$ cat src/rtl/garage_pkg.sv
// Shared garage types and defaults: printer FSM states, clock rate,
// default print timeout. Used by the printer arbiter and lane logic.
package garage_pkg;

  typedef enum logic [2:0] {
    IDLE,
    GRANT,
    PRINTING,
    RELEASE,
    FAULT
  } prn_state_t;

  localparam int CLOCK_MHZ = 100;
  // 5 ms at CLOCK_MHZ
  localparam int PRINT_TIMEOUT_DFLT = CLOCK_MHZ * 5000;

endpackage

$ cat src/rtl/rr_arbiter.sv
// Combinational round-robin pick: first set req bit at or above ptr,
// wrapping. Ports: req, ptr in; grant (one-hot), idx, valid out.
module rr_arbiter
  import garage_pkg::*;
#(
  parameter int N  = 4,
  parameter int IW = $clog2(N)
) (
  input  logic [N-1:0]  req,
  input  logic [IW-1:0] ptr,
  output logic [N-1:0]  grant,
  output logic [IW-1:0] idx,
  output logic          valid
);

  always_comb begin
    int j;
    j     = 0;
    grant = '0;
    idx   = '0;
    valid = 1'b0;
    for (int i = 0; i < N; i++) begin
      j = int'(ptr) + i;
      if (j >= N) j = j - N;
      if (!valid && req[j]) begin
        valid    = 1'b1;
        grant[j] = 1'b1;
        idx      = IW'(j);
      end
    end
  end

endmodule

$ cat src/rtl/ticket_printer_arbiter.sv
// Shares one ticket printer among N_LANES lanes: round-robin grant,
// printer_cmd/serial, ack or timeout, done/fail to owner, FAULT on no paper.
// Ports: clk, reset_n, lane_req/grant/done/fail, printer_cmd/serial/ack,
// paper_empty, out_of_service, serial_count.
module ticket_printer_arbiter
  import garage_pkg::*;
#(
  parameter int N_LANES       = 4,
  parameter int SERIAL_W      = 16,
  parameter int PRINT_TIMEOUT = PRINT_TIMEOUT_DFLT
) (
  input  logic                clk,
  input  logic                reset_n,
  input  logic [N_LANES-1:0]  lane_req,
  output logic [N_LANES-1:0]  lane_grant,
  output logic [N_LANES-1:0]  lane_done,
  output logic [N_LANES-1:0]  lane_fail,
  output logic                printer_cmd,
  output logic [SERIAL_W-1:0] printer_serial,
  input  logic                printer_ack,
  input  logic                paper_empty,
  output logic                out_of_service,
  output logic [SERIAL_W-1:0] serial_count
);

  localparam int IW = $clog2(N_LANES);
  localparam int TW = $clog2(PRINT_TIMEOUT + 1);
  localparam logic [TW-1:0] T_LAST = TW'(PRINT_TIMEOUT - 1);
  localparam logic [IW-1:0] W_LAST = IW'(N_LANES - 1);

  prn_state_t          state, state_n;
  logic [IW-1:0]       rr_ptr, rr_n;
  logic [IW-1:0]       win, win_n;
  logic [TW-1:0]       timer, timer_n;
  logic [SERIAL_W-1:0] serial_n, pserial_n;
  logic [N_LANES-1:0]  seen, seen_n;
  logic [N_LANES-1:0]  grant_n, done_n, fail_n;
  logic                cmd_n, oos_n;

  logic [N_LANES-1:0]  arb_grant;
  logic [IW-1:0]       arb_idx;
  logic                arb_valid;

  rr_arbiter #(.N(N_LANES), .IW(IW)) u_arb (
    .req   (lane_req),
    .ptr   (rr_ptr),
    .grant (arb_grant),
    .idx   (arb_idx),
    .valid (arb_valid)
  );

  always_ff @(posedge clk or negedge reset_n) begin
    if (!reset_n) begin
      state          <= IDLE;
      rr_ptr         <= '0;
      win            <= '0;
      timer          <= '0;
      seen           <= '0;
      serial_count   <= '0;
      printer_serial <= '0;
      lane_grant     <= '0;
      lane_done      <= '0;
      lane_fail      <= '0;
      printer_cmd    <= 1'b0;
      out_of_service <= 1'b0;
    end else begin
      state          <= state_n;
      rr_ptr         <= rr_n;
      win            <= win_n;
      timer          <= timer_n;
      seen           <= seen_n;
      serial_count   <= serial_n;
      printer_serial <= pserial_n;
      lane_grant     <= grant_n;
      lane_done      <= done_n;
      lane_fail      <= fail_n;
      printer_cmd    <= cmd_n;
      out_of_service <= oos_n;
    end
  end

  always_comb begin
    state_n   = state;
    rr_n      = rr_ptr;
    win_n     = win;
    timer_n   = timer;
    seen_n    = seen;
    serial_n  = serial_count;
    pserial_n = printer_serial;
    grant_n   = lane_grant;
    done_n    = '0;
    fail_n    = '0;
    cmd_n     = 1'b0;
    oos_n     = 1'b0;
    unique case (state)
      IDLE: begin
        if (paper_empty) begin
          state_n = FAULT;
          oos_n   = 1'b1;
          fail_n  = lane_req;
          seen_n  = lane_req;
        end else if (arb_valid) begin
          state_n   = GRANT;
          win_n     = arb_idx;
          grant_n   = arb_grant;
          cmd_n     = 1'b1;
          pserial_n = serial_count;
          timer_n   = '0;
        end
      end
      // timer counts cycles since printer_cmd
      GRANT: begin
        state_n = PRINTING;
        timer_n = timer + TW'(1);
      end
      PRINTING: begin
        timer_n = timer + TW'(1);
        if (printer_ack) begin
          state_n  = RELEASE;
          done_n   = lane_grant;
          serial_n = serial_count + SERIAL_W'(1);
        end else if (timer == T_LAST) begin
          state_n = RELEASE;
          fail_n  = lane_grant;
        end
      end
      RELEASE: begin
        rr_n    = (win == W_LAST) ? '0 : win + IW'(1);
        grant_n = '0;
        if (paper_empty) begin
          // owner was just answered; only other waiters get fail
          state_n = FAULT;
          oos_n   = 1'b1;
          fail_n  = lane_req & ~lane_grant;
          seen_n  = lane_req;
        end else begin
          state_n = IDLE;
        end
      end
      FAULT: begin
        if (paper_empty) begin
          // fail each newly rising request once
          oos_n  = 1'b1;
          fail_n = lane_req & ~seen;
          seen_n = lane_req;
        end else begin
          state_n = IDLE;
        end
      end
      default: state_n = IDLE;
    endcase
  end

endmodule
$ cat config.mk
export PLATFORM = sky130hd
export DESIGN_NAME = ticket_printer_arbiter
export DESIGN_NICKNAME = d
export VERILOG_FILES = /design/src/rtl/garage_pkg.sv /design/src/rtl/rr_arbiter.sv /design/src/rtl/ticket_printer_arbiter.sv
export SDC_FILE = /design/constraint.sdc
export NUM_CORES = 1
export LEC_CHECK = 0
export BUFFER_PORTS_ARGS = -buffer_cell sky130_fd_sc_hd__buf_2
export CAP_MARGIN = 20
export CORE_MARGIN = 2
export CORE_UTILIZATION = 32
export CTS_BUF_LIST = sky130_fd_sc_hd__clkbuf_16
export DETAILED_ROUTE_END_ITERATION = 6
export SETUP_SLACK_MARGIN = 0.02
export SLEW_MARGIN = 20
export SYNTH_ARGS = -nofsm -noshare
export SYNTH_HDL_FRONTEND = slang
export SYNTH_SLANG_ARGS = --single-unit
export TNS_END_PERCENT = 10
$ cat constraint.sdc
create_clock -name clk -period 3.3 [get_ports clk]
set_input_delay 0.495 -clock clk [delete_from_list [all_inputs] [get_ports clk]]
set_output_delay 0.495 -clock clk [all_outputs]
set_load 0.01 [all_outputs]
==> flow_summary.toml <==
[setup_path]
path_cells = "inv_1 > ha_1 > mux4_2 > or4_4 > nand2_4 > inv_2 > a2bb2oi_1"
critPathMaxStageDelay_ps = 630
worst_path_max_delay_cell = "mux4_2"
critPathBufInv = 2
crit_arrival_ps = 3050
cp-end-kind = "flip-flop"
crit_required_ps = 3490
critical_path.startpoint_type = "flip-flop"
cp_max_fo = 25
crit_family = "simple AND/OR/NAND/NOR gates"
path_class = "flip-flop to flip-flop"

[logic_synthesis]
syn-num-nets = 396
async_flop_share = 1.00
ys_types = 50
synth-edff-count = 0
syn_area_mm2 = 0.00379
ys_warn_count = 0
synth-seq-cells = 76
syn_inst = 381
seq_area_frac_synth = 0.501
postSynthAreaPerCell_um2 = 9.96
synth-main-ff-cell = "dfrtp_1"

[cts]
cts_tree = "built"
htreeDepth = 3
cts_setup_buffers = 0
clk_pin_slew_ps = 60
numCtsBuffers = 9
root_buffer = "clkbuf_16"
clock_path_buffers = 2
clk_latency_ps = 340
cts_resized = 0
hold_buffers = 0
clock_sinks = 76

[floorplanning]
io_pins = 54
initial_utilization = 0.329
die_w_um = 113
die_h_um = 113
rows = 39
dieArea_mm2 = 0.0127
core_area_mm2 = 0.0115

[final_layout]
final_nets = 443
drive_above_1_share = 0.212
antenna-diode-count = 0
nFillCells = 1162
syn2layout_area_growth_pct = 18.9

[flow_run]
maxCapViolations = 0

[sta]
max_freq_ghz = 0.350
setup_viol = 0
slew-limit-headroom = 0.363
hold_viol = 0
finClkSkew_ps = 6.98
grt_setup_unrepaired = "false"
tightest_slew_ps = 955
final_max_slew_viol_count = 0
min_period_ps = 2860
post-route-period-util = 0.867
setup-tns-final_ps = 0

[drt]
dr.pass1.iters = 6
drt-initial-drc-count = 144
drc_errors = 4
antenna_left = 0
vias_per_cell = 5.13
wl_per_cell_um = 14.6
via_count = 2956
wirelength_um = 8420

[global_routing]
antenna_found_initial = 0
globalRoute.totalOverflow = 0
grt_use_met2 = 0.210
track_usage = 0.137
grt.met3_usage = 0.0348
grt_pass1_wl_um = 14100
grt_max_degree = 77
grt_pass1_vias = 2673
use_met1 = 0.193
top_usage_layer = "met2"

[power]
power_leakage_nw = 2.16
total_power_mw = 3.71
vdd_ir_drop_max_v = 0.000313
power_density_mw_per_mm2 = 822

[outcome]
violations = "design-rule violations"
status = "finished with violations"

[placement]
io_buffer_count = 53
hpwlAfterDp_um = 5890
gp_congestion = 0.840

[worst_hold_path]
hp-class = "input port to asynchronous set/reset pin"
placed cells by master, fill, tap and decap left out, types with 2 or more instances in the layout:
master	count
inv_2	2
a221oi_1	5
and2_1	9
inv_1	4
nor2b_1	7
clkbuf_16	9
nand2_1	79
o31ai_1	3
a22oi_1	4
and4_1	2
buf_4	4
a211oi_1	2
nand3_1	25
o21a_1	4
buf_2	52
nand4_1	10
o22ai_1	6
dfrtp_1	76
xnor2_1	12
nand2b_1	5
nor4_1	2
mux2_2	10
o211ai_1	6
ha_1	7
and3_1	6
mux4_2	4
mux2i_1	5
clkinv_4	2
nor4b_1	2
o21ai_1	10
bufinv_16	2
a32o_1	4
or2_1	3
a21oi_1	13
xor2_1	7
nor3_1	2
nor2_1	11
power by group:
part / switching [mW] / total, mW / internal, mW
clock network: 0.406 / 1.07 / 0.667
registers: 0.200 / 1.32 / 1.12
logic: 0.746 / 1.31 / 0.567
cells in the mapped netlist, types with 6 or more instances:
cell type / count / area [µm²]
nor2b_1: 7 / 43.8
a21oi_1: 13 / 65.1
xor2_1: 7 / 61.3
and2_1: 9 / 56.3
nand3_1: 25 / 125
clkbuf_1: 13 / 48.8
o21ai_1: 10 / 50.1
nand2_1: 79 / 297
o211ai_1: 6 / 45.0
dfrtp_1: 76 / 1900
o22ai_1: 6 / 37.5
and3_1: 6 / 37.5
nor2_1: 11 / 41.3
xnor2_1: 12 / 105
nand4_1: 10 / 62.6
mux2_2: 10 / 113
ha_1: 7 / 87.6
final cells by class:
| class | count | area (µm²) | area share |
|---|---|---|---|
| flip-flops and latches | 76 | 1900 | 0.422 |
| multi-input cells | 278 | 1770 | 0.393 |
| repair buffers | 57 | 310 | 0.0688 |
| clock buffers | 9 | 225 | 0.0499 |
| well taps | 143 | 179 | 0.0397 |
| clock inverters | 7 | 100 | 0.0222 |
| inverters | 6 | 22.5 | 0.00499 |
layer usage:
| layer | up-vias | wire length (µm) |
|---|---|---|
| li1 | 1442 | - |
| met4 | 0 | 118 |
| met3 | 13 | 391 |
| met5 | - | 0 |
| met2 | 69 | 3830 |
| met1 | 1432 | 4080 |
kinds of logic (layout without fill, tap and decap cells):
group / count (synthesis) / count (layout) / synth area share
AND/OR/NAND/NOR: 171 / 171 / 0.222
flip-flops: 76 / 76 / 0.501
AO/OA/AOI/OAI: 62 / 62 / 0.112
buffers and inverters: 27 / 79 / 0.0317
XOR/XNOR: 19 / 19 / 0.0439
multiplexers: 19 / 19 / 0.0666
adder cells (fa/ha/maj): 7 / 7 / 0.0231
registers in the layout, indices dropped and copies added (netlist names):
| name | cells |
|---|---|
| lane_done | 4 |
| lane_fail | 4 |
| lane_grant | 4 |
| out_of_service | 1 |
| printer_cmd | 1 |
| printer_serial | 16 |
| rr_ptr | 2 |
| seen | 4 |
| serial_count | 16 |
| state | 3 |
| timer | 19 |
| win | 2 |
final timing paths:
path | startpoint | to | cells past startpoint | slack (ps)
setup / recovery | rr_ptr[1] | win[1] | 7 | 440
hold / removal | reset_n | timer[10] | 1 | 280
setup reg to reg | rr_ptr[1] | win[1] | 7 | 440
hold reg to reg | printer_serial[1] | printer_serial[1] | 2 | 470
max in group asynchronous | reset_n | timer[13] | 1 | 2380
min in group clk | printer_serial[1] | printer_serial[1] | 2 | 470
stage by stage:
stage | worst slack, ps | hold slack (ps) | instances | util | area [µm²]
2_1_floorplan | 86.8 | 199 | 381 | - | 3790
3_3_place_gp | 487 | 453 | 560 | 0.363 | 4190
3_5_place_dp | 431 | 458 | 560 | 0.363 | 4190
4_1_cts | 403 | 352 | 576 | 0.392 | 4510
5_1_grt | 255 | 383 | 576 | 0.392 | 4510
6_report | 439 | 278 | 576 | 0.392 | 4510
Note: power is estimated with default switching activity, not from simulation.
